File: src/rtl/vend_pkg.sv
// Shared types and coin encoding for the vending transaction path.
// The coin encoding is the same as the one used by the 15-unit vending FSM.
package vend_pkg;

   typedef enum logic [1:0] {
      IDLE     = 2'd0,
      CREDIT   = 2'd1,
      DISPENSE = 2'd2,
      CHANGE   = 2'd3
   } state_t;

   localparam logic [1:0] COIN_NONE = 2'b00;
   localparam logic [1:0] COIN_5    = 2'b01;
   localparam logic [1:0] COIN_10   = 2'b10;
   localparam logic [1:0] COIN_BAD  = 2'b11;

   localparam logic [3:0] CHANGE_UNIT = 4'd5;

   function automatic logic [3:0] coin_value(input logic [1:0] code);
      case (code)
         COIN_5:  coin_value = 4'd5;
         COIN_10: coin_value = 4'd10;
         default: coin_value = 4'd0;
      endcase
   endfunction

endpackage

File: src/rtl/vend_down_timer.sv
// Loadable down-counter. expire is high while enabled and at the final count,
// so the edge that samples it is exactly `value` edges after the load.
module vend_down_timer #(
   parameter int W = 8
) (
   input  logic         clk,
   input  logic         rst,
   input  logic         load,
   input  logic [W-1:0] value,
   input  logic         enable,
   output logic         expire
);

   logic [W-1:0] count;

   always_ff @(posedge clk) begin
      if (rst) begin
         count <= {W{1'b0}};
      end else if (load) begin
         count <= value;
      end else if (enable && (count != {W{1'b0}})) begin
         count <= count - W'(1);
      end else begin
         count <= count;
      end
   end

   assign expire = enable && (count <= W'(1));

endmodule

File: src/rtl/vend_txn_controller.sv
// Vending transaction sequencer: coin credit, select/cancel/timeout arbitration,
// dispense handshake and change paid out as paced 5-unit pulses.
module vend_txn_controller
   import vend_pkg::*;
#(
   parameter int PRICE       = 15,
   parameter int MAX_CREDIT  = 60,
   parameter int CREDIT_W    = 7,
   parameter int TIMEOUT_CYC = 1000,
   parameter int CHANGE_GAP  = 4
) (
   input  logic                clk,
   input  logic                rst,
   input  logic [1:0]          coin,
   input  logic                sel_valid,
   input  logic                cancel,
   input  logic                disp_ack,
   output logic                disp_req,
   output logic                change_pulse,
   output logic                coin_reject,
   output logic [CREDIT_W-1:0] credit,
   output logic                busy
);

   localparam int TO_W  = $clog2(TIMEOUT_CYC + 1);
   localparam int GAP_W = $clog2(CHANGE_GAP + 1);
   localparam logic [CREDIT_W-1:0] PRICE_C = CREDIT_W'(PRICE);
   localparam logic [CREDIT_W-1:0] MAX_C   = CREDIT_W'(MAX_CREDIT);
   localparam logic [CREDIT_W-1:0] UNIT_C  = CREDIT_W'(CHANGE_UNIT);
   localparam logic [CREDIT_W-1:0] ZERO_C  = {CREDIT_W{1'b0}};

   state_t              state;
   logic [CREDIT_W-1:0] coin_amt;
   logic                coin_present;
   logic                coin_ok;
   logic                sel_ok;
   logic                to_load;
   logic                to_expire;
   logic                gap_expire;
   logic                pay;

   assign coin_amt     = CREDIT_W'(coin_value(coin));
   assign coin_present = (coin != COIN_NONE);
   // Compare against the headroom rather than adding first, so nothing can wrap.
   assign coin_ok      = ((coin == COIN_5) || (coin == COIN_10)) && (credit <= (MAX_C - coin_amt));
   assign sel_ok       = sel_valid && (credit >= PRICE_C);

   // pay marks every edge that emits a change pulse and takes 5 off the credit.
   always_comb begin
      to_load = 1'b0;
      pay     = 1'b0;
      case (state)
         IDLE: begin
            to_load = coin_ok;
            pay     = 1'b0;
         end
         CREDIT: begin
            to_load = cancel | sel_valid | coin_ok;
            pay     = cancel | (~sel_valid & ~coin_ok & to_expire);
         end
         DISPENSE: begin
            to_load = 1'b0;
            pay     = disp_ack && (credit != ZERO_C);
         end
         CHANGE: begin
            to_load = 1'b0;
            pay     = (credit != ZERO_C) && gap_expire;
         end
         default: begin
            to_load = 1'b0;
            pay     = 1'b0;
         end
      endcase
   end

   vend_down_timer #(.W(TO_W)) u_timeout (
      .clk    (clk),
      .rst    (rst),
      .load   (to_load),
      .value  (TO_W'(TIMEOUT_CYC)),
      .enable (state == CREDIT),
      .expire (to_expire)
   );

   vend_down_timer #(.W(GAP_W)) u_change_gap (
      .clk    (clk),
      .rst    (rst),
      .load   (pay),
      .value  (GAP_W'(CHANGE_GAP)),
      .enable (state == CHANGE),
      .expire (gap_expire)
   );

   always_ff @(posedge clk) begin
      if (rst) begin
         state        <= IDLE;
         credit       <= ZERO_C;
         disp_req     <= 1'b0;
         change_pulse <= 1'b0;
         coin_reject  <= 1'b0;
         busy         <= 1'b0;
      end else begin
         change_pulse <= pay;
         case (state)
            IDLE: begin
               coin_reject <= coin_present & ~coin_ok;
               if (coin_ok) begin
                  credit <= credit + coin_amt;
                  state  <= CREDIT;
               end
            end
            CREDIT: begin
               if (cancel) begin
                  coin_reject <= coin_present;
                  credit      <= credit - UNIT_C;
                  busy        <= 1'b1;
                  state       <= CHANGE;
               end else if (sel_ok) begin
                  coin_reject <= coin_present;
                  credit      <= credit - PRICE_C;
                  disp_req    <= 1'b1;
                  busy        <= 1'b1;
                  state       <= DISPENSE;
               end else begin
                  coin_reject <= coin_present & ~coin_ok;
                  if (coin_ok) begin
                     credit <= credit + coin_amt;
                  end else if (pay) begin
                     credit <= credit - UNIT_C;
                     busy   <= 1'b1;
                     state  <= CHANGE;
                  end
               end
            end
            DISPENSE: begin
               coin_reject <= coin_present;
               if (disp_ack) begin
                  disp_req <= 1'b0;
                  if (pay) begin
                     credit <= credit - UNIT_C;
                     state  <= CHANGE;
                  end else begin
                     busy  <= 1'b0;
                     state <= IDLE;
                  end
               end
            end
            CHANGE: begin
               coin_reject <= coin_present;
               if (credit == ZERO_C) begin
                  busy  <= 1'b0;
                  state <= IDLE;
               end else if (pay) begin
                  credit <= credit - UNIT_C;
               end
            end
            default: begin
               state       <= IDLE;
               disp_req    <= 1'b0;
               coin_reject <= 1'b0;
               busy        <= 1'b0;
            end
         endcase
      end
   end

endmodule

File: config.mk
export PLATFORM = sky130hd
export DESIGN_NAME = vend_txn_controller
export DESIGN_NICKNAME = d
export VERILOG_FILES = /design/src/rtl/vend_pkg.sv /design/src/rtl/vend_down_timer.sv /design/src/rtl/vend_txn_controller.sv
export SDC_FILE = /design/constraint.sdc
export NUM_CORES = 1
export LEC_CHECK = 0
export CORE_UTILIZATION = 60
export DETAILED_ROUTE_END_ITERATION = 12
export PLACE_DENSITY = 0.83
export SYNTH_ARGS = -nofsm -noshare
export SYNTH_HDL_FRONTEND = slang
export SYNTH_SLANG_ARGS = --single-unit
File: constraint.sdc
create_clock -name clk -period 3.5 [get_ports clk]
set_input_delay 0.875 -clock clk [delete_from_list [all_inputs] [get_ports clk]]
set_output_delay 0.875 -clock clk [all_outputs]
set_load 0.005 [all_outputs]
# == Word-level counts from Yosys, hierarchy flattened ==
# Index checks and enable logic that the tools add are counted.
# totals
ff_bits,26
inputBits,7
word_cells,107
# classes
addsub,6
n_lt_le_gt_ge,4
n_eq_ne,14
mux,39
n_bitwise,8
reduce_logical,26
# op_table
cell,count
two-way mux 7 bit,7
case mux 7 bit (4 select lines),1
two-way mux 10 bit,2
two-way mux 2 bit,8
"!= test 2 bit, second input constant",7
two-way mux 1 bit,12
"<= comparator 10 x 1 -> 1 bit, second input constant",1
nonzero test 10 bit,1
"subtractor 10 x 1 -> 10 bit, second input constant",1
case mux 1 bit (3 select lines),3
logical AND 1 bit,8
"!= test 4 bit, second input constant",2
case mux 2 bit (4 select lines),1
case mux 4 bit (2 select lines),1
nonzero test 2 bit,4
adder 7 x 4 -> 7 bit,1
">= comparator 7 x 4 -> 1 bit, second input constant",1
<= comparator 7 bit,1
logical NOT 7 bit,1
nonzero test 7 bit,1
"subtractor 6 x 4 -> 7 bit, first input constant",1
"subtractor 7 x 3 -> 7 bit, second input constant",1
"subtractor 7 x 4 -> 7 bit, second input constant",1
"equality test 2 bit, second input constant",3
17 further kinds,27

# == Depth between registers and ports, before layout ==
# logic_depth
word_depth,15
ltp_mapped,12
ltp_nobuf,12

# == Cells and area by module ==
# From an unflattened synthesis, not the netlist that was laid out.
# unflattened
hier_cells,363
area_unflattened_um2,2735.1
# modules_own_cells
mod,instances,cells_per_inst,area_per_inst_um2,seq_area_each_um2
vend_txn_controller,1,263,1908.1,260.2
vend_down_timer at u_timeout,1,76,618.1,200.2
vend_down_timer at u_change_gap,1,24,209.0,60.1

# == Worst setup path after synthesis ==
# OpenSTA, ideal clock, no wires.
# synth_timing
path_type,input port to flip-flop
from,input port coin[0]
to,register state[0]
setup_time_ns,0.134
t_arrival_ns,3.108
required_ns,3.366
slack_ns,0.257
path_stages,11
n_path_buf,0
path_cell_list,inv_1 -> ha_1 -> and2_1 -> ha_1 -> a21o_1 -> a21o_1 -> o21a_1 -> a2111oi_0 -> a21oi_1 -> a2111oi_1 -> a211oi_1
# synth_between
elab_chain_cells,13
elab_cells_between_ends,19
classes_between,add/sub: 1; order compare: 1; eq/ne: 5; mux: 5; bitwise: 4; reduce/logical: 3
# synth_lines
element,line_no,rtl
start: declaration,vend_txn_controller.sv:14,"input logic [1:0] coin,"
equality test 2 bit / equality test 2 x 1 -> 1 bit (equally long branches),"vend_pkg.sv:20, vend_txn_controller.sv:45",
case mux 4 bit (2 select lines),vend_pkg.sv:20,case (code)
subtractor 6 x 4 -> 7 bit,vend_txn_controller.sv:45,assign coin_ok = ((coin == COIN_5) || (coin == COIN_10)) && (credit <= (MAX_C - coin_amt));
<= comparator 7 bit,vend_txn_controller.sv:45,
logical AND 1 bit (*),vend_txn_controller.sv:45,
inverter 1 bit,vend_txn_controller.sv:59,pay = cancel | (~sel_valid & ~coin_ok & to_expire);
bitwise AND 1 bit (2 in series),vend_txn_controller.sv:59,
bitwise OR 1 bit,vend_txn_controller.sv:59,
case mux 1 bit (4 select lines),vend_txn_controller.sv:52,case (state)
two-way mux 2 bit,vend_txn_controller.sv:139,if (pay) begin
two-way mux 2 bit,vend_txn_controller.sv:137,if (disp_ack) begin
case mux 2 bit (4 select lines),vend_txn_controller.sv:104,case (state)
end signal: assignment,vend_txn_controller.sv:109,state <= CREDIT;
end signal: assignment,vend_txn_controller.sv:141,state <= CHANGE;
end signal: assignment,vend_txn_controller.sv:144,state <= IDLE;
end: declaration,vend_txn_controller.sv:32,state_t state;
# Mark *: on every way between the ends. The rest lies on a longest branch, timed or not. The select of a mux whose other input is x is not followed.
# A chain may end at the register's enable or synchronous reset.

# == Final worst setup path ==
# layout_timing
from,input port coin[1]
to,register credit[2]
# layout_between
elab_chain_cells,15
elab_cells_between_ends,23
classes_between,add/sub: 2; order compare: 1; eq/ne: 3; mux: 10; bitwise: 4; reduce/logical: 3
# layout_lines
element,line_no,rtl
equality test 2 bit / equality test 2 x 1 -> 1 bit (equally long branches),"vend_pkg.sv:20, vend_txn_controller.sv:45",
case mux 4 bit (2 select lines),vend_pkg.sv:20,
subtractor 6 x 4 -> 7 bit,vend_txn_controller.sv:45,
<= comparator 7 bit,vend_txn_controller.sv:45,
logical AND 1 bit,vend_txn_controller.sv:45,
inverter 1 bit,vend_txn_controller.sv:59,
bitwise AND 1 bit (2 in series),vend_txn_controller.sv:59,
bitwise OR 1 bit,vend_txn_controller.sv:59,
case mux 1 bit (4 select lines),vend_txn_controller.sv:52,
two-way mux 7 bit,n/a,
two-way mux 7 bit,vend_txn_controller.sv:126,if (coin_ok) begin
two-way mux 7 bit,vend_txn_controller.sv:118,end else if (sel_ok) begin
two-way mux 7 bit,vend_txn_controller.sv:113,if (cancel) begin
case mux 7 bit (4 select lines),vend_txn_controller.sv:104,
end signal: assignment,vend_txn_controller.sv:115,credit <= credit - UNIT_C;
end signal: assignment,vend_txn_controller.sv:120,credit <= credit - PRICE_C;
end signal: assignment,vend_txn_controller.sv:127,credit <= credit + coin_amt;
end: declaration,vend_txn_controller.sv:21,"output logic [CREDIT_W-1:0] credit,"
# Several ways; a longest one is shown, not always the timed one. The select of a mux whose other input is x is not followed.

==> reports/metrics.csv <==
stage;metric;value;unit
worst_setup_path;Req. time, crit path;3.64;ns
die;IO Count;18;
sta;Setup Skew;0.00277;ns
synth;FF+latch count, synth;26;
synth;register area share after synthesis;20.2;%
status;outcome;finished clean;
power;Net Sw Frac;48.9;%
sta;Worst-Margin Slew;0.845;ns
drt;DRT antenna net count;0;
synth;Syn Inst Count;341;
worst_setup_path;CP Max Fanout;5;
flow_run;Max-Cap Viols;0;
cts;Root Buffer;clkbuf_8;
drt;DR iter-0 viols;333;
power;LEAKAGE;0.00131;uW
synth;Syn Std Cell Area;0.00257;sq mm
sta;fmax;0.299;GHz
global_routing;vias in the first global route;2703;
power;combinational share of power;70.8;%
place;routability congestion estimate;1.04;
cts;CTS tree;built;
sta;Tmin final;3.35;ns
cts;CTS H-tree lvls;1;
die;# rows;23;
cts;clock slew at reported path FFs;0.10;ns
sta;RSZ-0062 raised after global routing;false;
worst_setup_path;critical path startpoint category;input port;
die;Chip Height;67.5;um
drt;DRC viols;0;
sta;max-slew violation count;0;
place;DP Wirelength;5830;um
cts;clock buffer depth;2;
global_routing;first-pass GRT wire length;12900;um
worst_setup_path;crit path capture type;flop;
synth;Netlist cell types;67;
power;maximum vdd drop;0.598;mV
power;net switching power;1340;uW
final_layout;Finished Layout Cells;439;
worst_setup_path;CP Class;input port to flop;
final_layout;ANT cells;0;
worst_setup_path;crit path DAT;3.49;ns
sta;final worst slack;0.155;ns
place;Setup Slack @ Placement;-0.428;ns
die;Chip Width;67.5;um
final_layout;fillers;269;
drt;router iterations before antenna repair;8;
drt;vias;2932;
final_layout;fin area;0.00327;sq mm
power;Clock Power Share;9.4;%
final_layout;Area growth syn-to-layout;27.3;%
drt;Routed WL;8220;um
cts;hold_buf cts;0;
synth;syn avg cell area;7.54;sq um
sta;crit share post-route;95.6;%
global_routing;initial antenna violation count;0;
die;initial core utilization;63.4;%
synth;Synthesized Nets;375;
place;I/O Buffers;17;
sta;hold violation total from the final report;0;
power;cell area power density;835;mW/mm^2
global_routing;largest net degree at the start of global routing;22;
cts;clock buffer count from CTS;3;
die;die area;0.00455;sq mm
final_layout;final core occ;80.7;%
global_routing;total grt overflow;0;
synth;Post-synth EDFFs;0;
global_routing;GRT Total Usage;37.9;%
drt;routed wire length per instance;18.7;um
sta;Max-Slew Margin vs Limit;43.5;%
final_layout;Multi-input gate area;0.00201;sq mm
place;Post-DP Area;0.00304;sq mm
synth;FFs w/ async S/R, synth;0;%
place;DP Cell Count;432;
sta;Final Hold Slack;0.518;ns
hold_path;worst hold path type;flop to flop;
power;sequential share of power;19.8;%
synth;Post-synth top flop;dfxtp_1;
sta;Setup-failing EPs final;0;
final_layout;share of layout cells above drive strength 1;20.8;%
final_layout;FF/Latch Area;520;sq um
synth;Yosys warnings;0;
drt;vias per cell;6.68;
die;Core ar.;0.00406;sq mm
power;Pint;1400;uW
cts;clk_lat worst skew;0.27;ns
final_layout;Nets;424;
cts;# clock sinks;26;
## flip-flops by register name (all words and copies together) (netlist names)
signal	cells
credit	7
u_change_gap.count	3
u_timeout.count	10
state	2
coin_reject	1
change_pulse	1
busy	1
disp_req	1
## placed cells by master (no fill, tap or decap), types with 3 or more instances in the layout
master / instances
inv_1: 25
clkdlybuf4s50_1: 15
nor4_1: 3
ha_1: 22
a31oi_1: 12
clkbuf_8: 3
ha_4: 4
or3_1: 5
a21o_1: 4
nand2b_1: 4
nor3_1: 16
o21ai_0: 21
nand3_1: 3
nand2_1: 17
xor2_1: 4
nor2_1: 38
xnor2_1: 15
a2111oi_2: 3
dfxtp_1: 26
nand4_1: 4
nor2b_1: 6
a211oi_1: 4
a21oi_1: 23
buf_4: 45
## power groups by stage
| stage | Clock (uW) | Sequential (uW) | Combinational [uW] |
|---|---|---|---|
| 2_1_floorplan | 0 | 501 | 1150 |
| 3_3_place_gp | 0 | 530 | 1700 |
| 5_1_grt | 266 | 551 | 2080 |
| 4_1_cts | 258 | 534 | 1800 |
| 3_5_place_dp | 0 | 541 | 1720 |
| 6_report | 256 | 542 | 1930 |
## cells by family (layout without fill, tap and decap cells)
group	after synthesis	count (layout)	share of synthesized area [%]
AND/OR/NAND/NOR	115	115	23.5
AO/OA/AOI/OAI	109	109	29.2
buffers and inverters	44	92	6.76
adder cells (fa/ha/maj)	27	27	13.4
flip-flops	26	26	20.2
XOR/XNOR	19	19	6.47
multiplexers	1	1	0.438
## path summary, 6_finish.rpt
| check | start | end | slack (ns) | cells past startpoint |
|---|---|---|---|---|
| min | busy | busy | 0.52 | 2 |
| min reg2reg | busy | busy | 0.52 | 2 |
| max | coin[1] | credit[2] | 0.15 | 13 |
| max reg2reg | credit[0] | credit[4] | 0.66 | 9 |
## per-layer routing
metal / routed length (um) / vias up / global-route usage (%) / part of all wire (%)
met5: 0 / - / 0 / 0
met4: 209 / 0 / 12.5 / 2.5
met3: 913 / 34 / 9.29 / 11
met2: 3780 / 191 / 63.1 / 46
met1: 3310 / 1363 / 47.2 / 40
li1: - / 1344 / - / -
## stage by stage
stage / setup TNS (ns) / power (uW)
4_1_cts: 0 / 2600
2_1_floorplan: 0 / 1650
5_1_grt: 0 / 2900
3_5_place_dp: -4.88 / 2260
3_3_place_gp: -2.72 / 2230
6_report: 0 / 2730
## cell type report
class | count | share of cell area [%]
Multi-Input combinational cell | 271 | 61.5
Sequential cell | 26 | 15.9
Timing Repair Buffer | 62 | 15.6
Inverter | 26 | 2.98
Tap cell | 50 | 1.91
Clock buffer | 3 | 1.26
Clock inverter | 1 | 0.917
## timing repair
| action | in CTS | in global routing |
|---|---|---|
| resized for setup | 14 | 12 |
| endpoints found under the setup margin | 8 | 11 |
| buffers inserted | 2 | 1 |
| pin swaps | 2 | 7 |
## Yosys cell counts, types with 2 or more instances
cell type,instances,share of area [%]
clkbuf_1,13,1.9
a2111oi_0,4,1.4
nor3b_1,2,0.58
nand2b_1,4,0.97
nand3b_1,2,0.58
a2111o_1,2,0.88
nand3_1,4,0.78
a311oi_1,2,0.68
or4_4,2,0.88
dfxtp_1,26,20
nor2_1,38,5.5
o21bai_1,2,0.58
a21oi_1,24,4.7
buf_2,4,0.78
o211ai_1,2,0.58
nor4_1,3,0.73
xnor2_1,15,5.1
a31oi_1,12,2.9
a41oi_1,2,0.68
and2_1,3,0.73
xor2_1,4,1.4
nand4_1,4,0.97
nand2_1,18,2.6
a211oi_1,5,1.5
or3_1,5,1.2
o21ai_0,21,4.1
inv_1,26,3.8
a21o_1,4,1.2
ha_1,26,13
o21a_1,3,0.88
nor2b_1,6,1.5
nor3_1,16,3.1
a221oi_1,2,0.68
o32ai_1,2,0.68
## worst max-delay path, cell delays in order
cell and delay (ns):
dlygate4sd2_1 0.25, inv_1 0.12, ha_4 0.31, inv_1 0.04, ha_1 0.28, nand4_1 0.07
or3_1 0.37, o21a_2 0.17, a221oi_2 0.28, buf_4 0.16, buf_4 0.13, nor2_1 0.04
nor4_1 0.40
(Power assumes the default switching activity.)
